===== config.mk =====
export PLATFORM = sky130hd
export DESIGN_NAME = strength_bus_resolver
export DESIGN_NICKNAME = d
export VERILOG_FILES = /design/src/rtl/strength_bus_resolver.sv
export SDC_FILE = /design/constraint.sdc
export NUM_CORES = 1
export LEC_CHECK = 0
export CORE_MARGIN = 2
export CORE_UTILIZATION = 32
export DETAILED_ROUTE_END_ITERATION = 10
export PLACE_DENSITY = 0.59
export SLEW_MARGIN = 20
export SYNTH_ARGS = -nofsm -noshare
export SYNTH_HDL_FRONTEND = slang
export SYNTH_SLANG_ARGS = --single-unit

===== constraint.sdc =====
create_clock -name clk -period 2.65 [get_ports clk]
set_input_delay 0.53 -clock clk [delete_from_list [all_inputs] [get_ports clk]]
set_output_delay 0.53 -clock clk [all_outputs]
set_load 0.01 [all_outputs]

===== src/rtl/strength_bus_resolver.sv =====
// strength_bus_resolver: strength-based N-driver bus resolution with registered result and contention capture
module strength_bus_resolver #(
    parameter int N = 4,
    parameter int W = 8,
    parameter int MODE = 0,
    parameter int CNT_W = 8,
    localparam int BW = (W > 1) ? $clog2(W) : 1
) (
    input  logic             clk,
    input  logic             rst,
    input  logic [N-1:0]     drv_en,
    input  logic [N*W-1:0]   drv_val,
    input  logic [2*N-1:0]   drv_s1,
    input  logic [2*N-1:0]   drv_s0,
    input  logic             clr,
    output logic [W-1:0]     bus_val,
    output logic [W-1:0]     bus_z,
    output logic [W-1:0]     bus_x,
    output logic             conflict,
    output logic [CNT_W-1:0] conflict_cnt,
    output logic             first_valid,
    output logic [BW-1:0]    first_bit,
    output logic [N-1:0]     first_mask
);

    if (MODE < 0 || MODE > 2 || N < 2) begin : g_bad_params
        $error("strength_bus_resolver: invalid MODE or N");
    end

    typedef enum logic {IDLE, CAPTURED} state_t;

    state_t         state;
    logic [W-1:0]   nv, nz, nx;
    logic [BW-1:0]  nbit;
    logic [N-1:0]   nmask;
    logic [1:0]     smax;
    logic           h1, h0;

    function automatic logic [1:0] str(input int i, input int b);
        return drv_en[i] ? (drv_val[i*W+b] ? drv_s1[2*i+:2] : drv_s0[2*i+:2]) : 2'd0;
    endfunction

    // Bits are walked high to low so the lowest conflicting bit is the last to write nbit/nmask.
    always_comb begin
        nv = '0;
        nz = '0;
        nx = '0;
        nbit = '0;
        nmask = '0;
        smax = 2'd0;
        h1 = 1'b0;
        h0 = 1'b0;
        for (int b = W - 1; b >= 0; b--) begin
            smax = 2'd0;
            for (int i = 0; i < N; i++) smax = (str(i, b) > smax) ? str(i, b) : smax;
            h1 = 1'b0;
            h0 = 1'b0;
            for (int i = 0; i < N; i++) begin
                h1 = h1 | ((smax != 2'd0) && (str(i, b) == smax) && drv_val[i*W+b]);
                h0 = h0 | ((smax != 2'd0) && (str(i, b) == smax) && !drv_val[i*W+b]);
            end
            nz[b] = smax == 2'd0;
            nx[b] = (MODE == 0) && h1 && h0;
            nv[b] = (MODE == 1) ? h1 : (h1 && !h0);
            if (nx[b]) begin
                nbit = BW'(b);
                for (int i = 0; i < N; i++) nmask[i] = str(i, b) == smax;
            end
        end
    end

    always_ff @(posedge clk or posedge rst) begin
        if (rst) begin
            bus_val <= '0;
            bus_z <= '1;
            bus_x <= '0;
            conflict <= 1'b0;
            conflict_cnt <= '0;
            first_valid <= 1'b0;
            first_bit <= '0;
            first_mask <= '0;
            state <= IDLE;
        end else begin
            bus_val <= nv;
            bus_z <= nz;
            bus_x <= nx;
            conflict <= |nx;
            if (clr) begin
                conflict_cnt <= '0;
                first_valid <= 1'b0;
                first_bit <= '0;
                first_mask <= '0;
                state <= IDLE;
            end else if (|nx) begin
                if (conflict_cnt != '1) conflict_cnt <= conflict_cnt + CNT_W'(1);
                if (state == IDLE) begin
                    state <= CAPTURED;
                    first_valid <= 1'b1;
                    first_bit <= nbit;
                    first_mask <= nmask;
                end
            end
        end
    end

endmodule


==> metrics <==
combinational power share 0.795; TritonRoute pass-1 iters 5; commonest cells after routing, fill and taps aside buf_4, nand2_1, clkdlybuf4s50_1, buf_6, nor2_1; Distinct cells, synth 113; final hold slack 559 ps; GRT Total Usage 0.252; Placeable Area 24300 um2; Yosys top cell by area ha_1; Final Hold Fails 0; Max Root-Sink Buffers 2; Fill cells 1938; first-pass GRT wire length 51900 um; Final Max Tran Viols 0; Pleak 6.83 nW; post-synth top area share 0.118; largest cells by area after synthesis ha_1, dfrtp_1, mux2_2; antenna fix cells 0; die width 162 um; met3 Resource Use GR 0.0449; HP Class reg -> reg; Slew headroom 0.605; grt ovf 0; Synth async-reset ratio 1.00; NetSw 0.00334 W; sequential share of power 0.119; CP max stage cell mux2i_2; Final Util 0.610; Seq cells post-synth 42; max-cap violations 0; Mapped Avg Cell Area 7.92 um2; area of the mapped netlist 7940 um2; Reg2Reg Setup Slack 1020 ps; startpoint type of the worst setup path input port; Reg-to-Reg End conflict_cnt[2]$_DFFE_PP0P_; CTS Buf Count 5; Synth warnings 0; power density cells 534 nW/um2; failing checks negative setup slack; Setup WS post-layout -2410 ps; HPWL after DPL 25100 um; via count 9941; largest family of logic cells by synthesized area compound AO/OA/AOI/OAI gates; DR iter-0 viols 711; FF-to-FF path depth 7; Int Power 0.00458 W; Post-Synth XOR/XNOR Area 0.0982; EDFF count, synth 0; Synth Area in Simple Gates 0.224; # rows 57; IO Count 96; VDD IR max 0.386 mV; CP arrival 5250 ps; Worst-Margin Slew 586 ps; multiplexer area fraction after synthesis 0.129; CP max FO 6; final RePlAce weighted congestion 0.943; Worst-Skew Late Latency 310 ps; Setup violations, final 42; Root Buffer clkbuf_16; Worst Path Required 2840 ps; final worst-path cycle share 1.91; Final nets 1668; CTS Sinks 42; WS Path Type in -> reg; Total Routed Length 34800 um; Adder-Cell Fraction of Synth Area 0.118; max incr delay on CP 340 ps; antenna-violating nets left 0; area grow syn2layout 86.7%; Initial Util 0.326; WL/cell 18.7 um; crit path from drv_s1[1]; Syn Nets 1133; CP endpoint first_mask[3]$_DFFE_PP0P_; sequential area share after synthesis 0.134; reg2reg start conflict_cnt[0]$_DFFE_PP0P_; most common cell after layout, fill and taps aside buf_4; Synth Flop Type dfrtp_1; pin count of the biggest net entering global routing 28; DIE AREA 26100 um2; crit end category register; Mapped Cells 1003; chip height 162 um; Synth Area in Compound Gates 0.233; power share of the clock group 0.086; clock-pin slew on the worst setup and hold paths 70 ps; RSZ-0062 raised after global routing true; vias in the first global route 9678; crit path time final 5060 ps; IO buf count 95; fraction of layout cells with a size suffix above 1 0.559; Clock Skew 12.7 ps; status finished with violations; H-tree levels 2; DRC Markers 0; CTS tree yes; Peak Freq 197 MHz; M2 GR Usage 0.433; met1 Use GR 0.314; GRT busiest layer met2; vias per inst 5.34; antenna violations before repair 2; hold_buf cts 0; Net Sw Frac 0.422
==> synthesized netlist by cell type (21+ instances only) <==
cell type  count
nand2_1      113
xor2_1        37
dfrtp_1       34
nor3_1        25
buf_2         21
o21ai_0       21
ha_1          75
nor2_1        67
inv_1         67
nand3_1       33
a21oi_1       44
nor2b_1       23
mux2_2        57
xnor2_1       52
==> repair_timing <==
| item | CTS | global route |
|---|---|---|
| cloned | 4 | 1 |
| resized for setup | 232 | 203 |
| pin swaps | 71 | 102 |
| buffers inserted | 66 | 52 |
| endpoints found under the setup margin | 42 | 42 |
==> critical path, delay by kind of cell <==
| family | cells | cell delay, ps |
|---|---|---|
| compound gates | 9 | 1870 |
| mux | 3 | 890 |
| buf+inv | 6 | 740 |
| fa+ha+maj | 3 | 640 |
| simple gates | 6 | 570 |
==> sequential cells by signal (all words and copies together), names as in the netlist <==
name and flops:
first_valid 1, first_bit 3, state 1, bus_val 8, conflict 1, bus_z 8, conflict_cnt 8, first_mask 4
bus_x 8
==> metal layers <==
metal | part of all wire | up-vias
li1 | - | 4678
met1 | 0.41 | 4758
met2 | 0.48 | 384
met3 | 0.064 | 119
met4 | 0.044 | 2
met5 | 0.00020 | -
==> worst min-delay path by stage <==
| stage | startpoint | end | slack [ps] | cells after the start |
|---|---|---|---|---|
| finish | first_valid$_DFFE_PP0P_ | first_valid$_DFFE_PP0P_ | 560 | 2 |
| global placement | first_valid$_DFFE_PP0P_ | first_valid$_DFFE_PP0P_ | 490 | 2 |
| CTS | first_valid$_DFFE_PP0P_ | first_valid$_DFFE_PP0P_ | 530 | 2 |
| floorplan | first_valid$_DFFE_PP0P_ | first_valid$_DFFE_PP0P_ | 530 | 2 |
| global route | first_bit[1]$_DFFE_PP0P_ | first_bit[1]$_DFFE_PP0P_ | 590 | 2 |
| detailed placement | first_valid$_DFFE_PP0P_ | first_valid$_DFFE_PP0P_ | 510 | 2 |
==> logic make-up (layout without fill, tap and decap cells) <==
group	Yosys count	in the layout
multiplexers	89	89
AND/OR/NAND/NOR	349	349
flip-flops	42	42
adder cells (fa/ha/maj)	75	75
buffers and inverters	123	658
AO/OA/AOI/OAI	236	237
XOR/XNOR	89	89
==> stage by stage <==
step	instance area [um2]	worst slack (ps)	cells	power (W)	setup TNS, ps
floorplan	8440	-2730	1003	0.00361	-81920
global placement	12500	-3300	1745	0.00560	-104700
detailed placement	12500	-3350	1745	0.00568	-107110
CTS	13800	-2410	1822	0.00708	-72960
global route	14800	-2580	1863	0.00836	-79260
finish	14800	-2410	1863	0.00792	-73620
==> area by class of cell <==
class	count	area, um2	area share
clock buffers	5	125	0.00844
clock inverters	3	23.8	0.00160
inverters	72	285	0.0192
multi-input cells	839	7900	0.533
flip-flops and latches	42	1060	0.0716
well taps	324	405	0.0273
repair buffers	578	5020	0.339
==> power groups by stage <==
stage	logic (W)	registers [W]	clock network [W]
after floorplan	0.00262	0.000987	0
after global placement	0.00466	0.000933	0
after detailed placement	0.00475	0.000937	0
after CTS	0.00547	0.000930	0.000685
after global routing	0.00668	0.000958	0.000720
final	0.00630	0.000940	0.000681
Note: power is estimated with default switching activity, not from simulation.
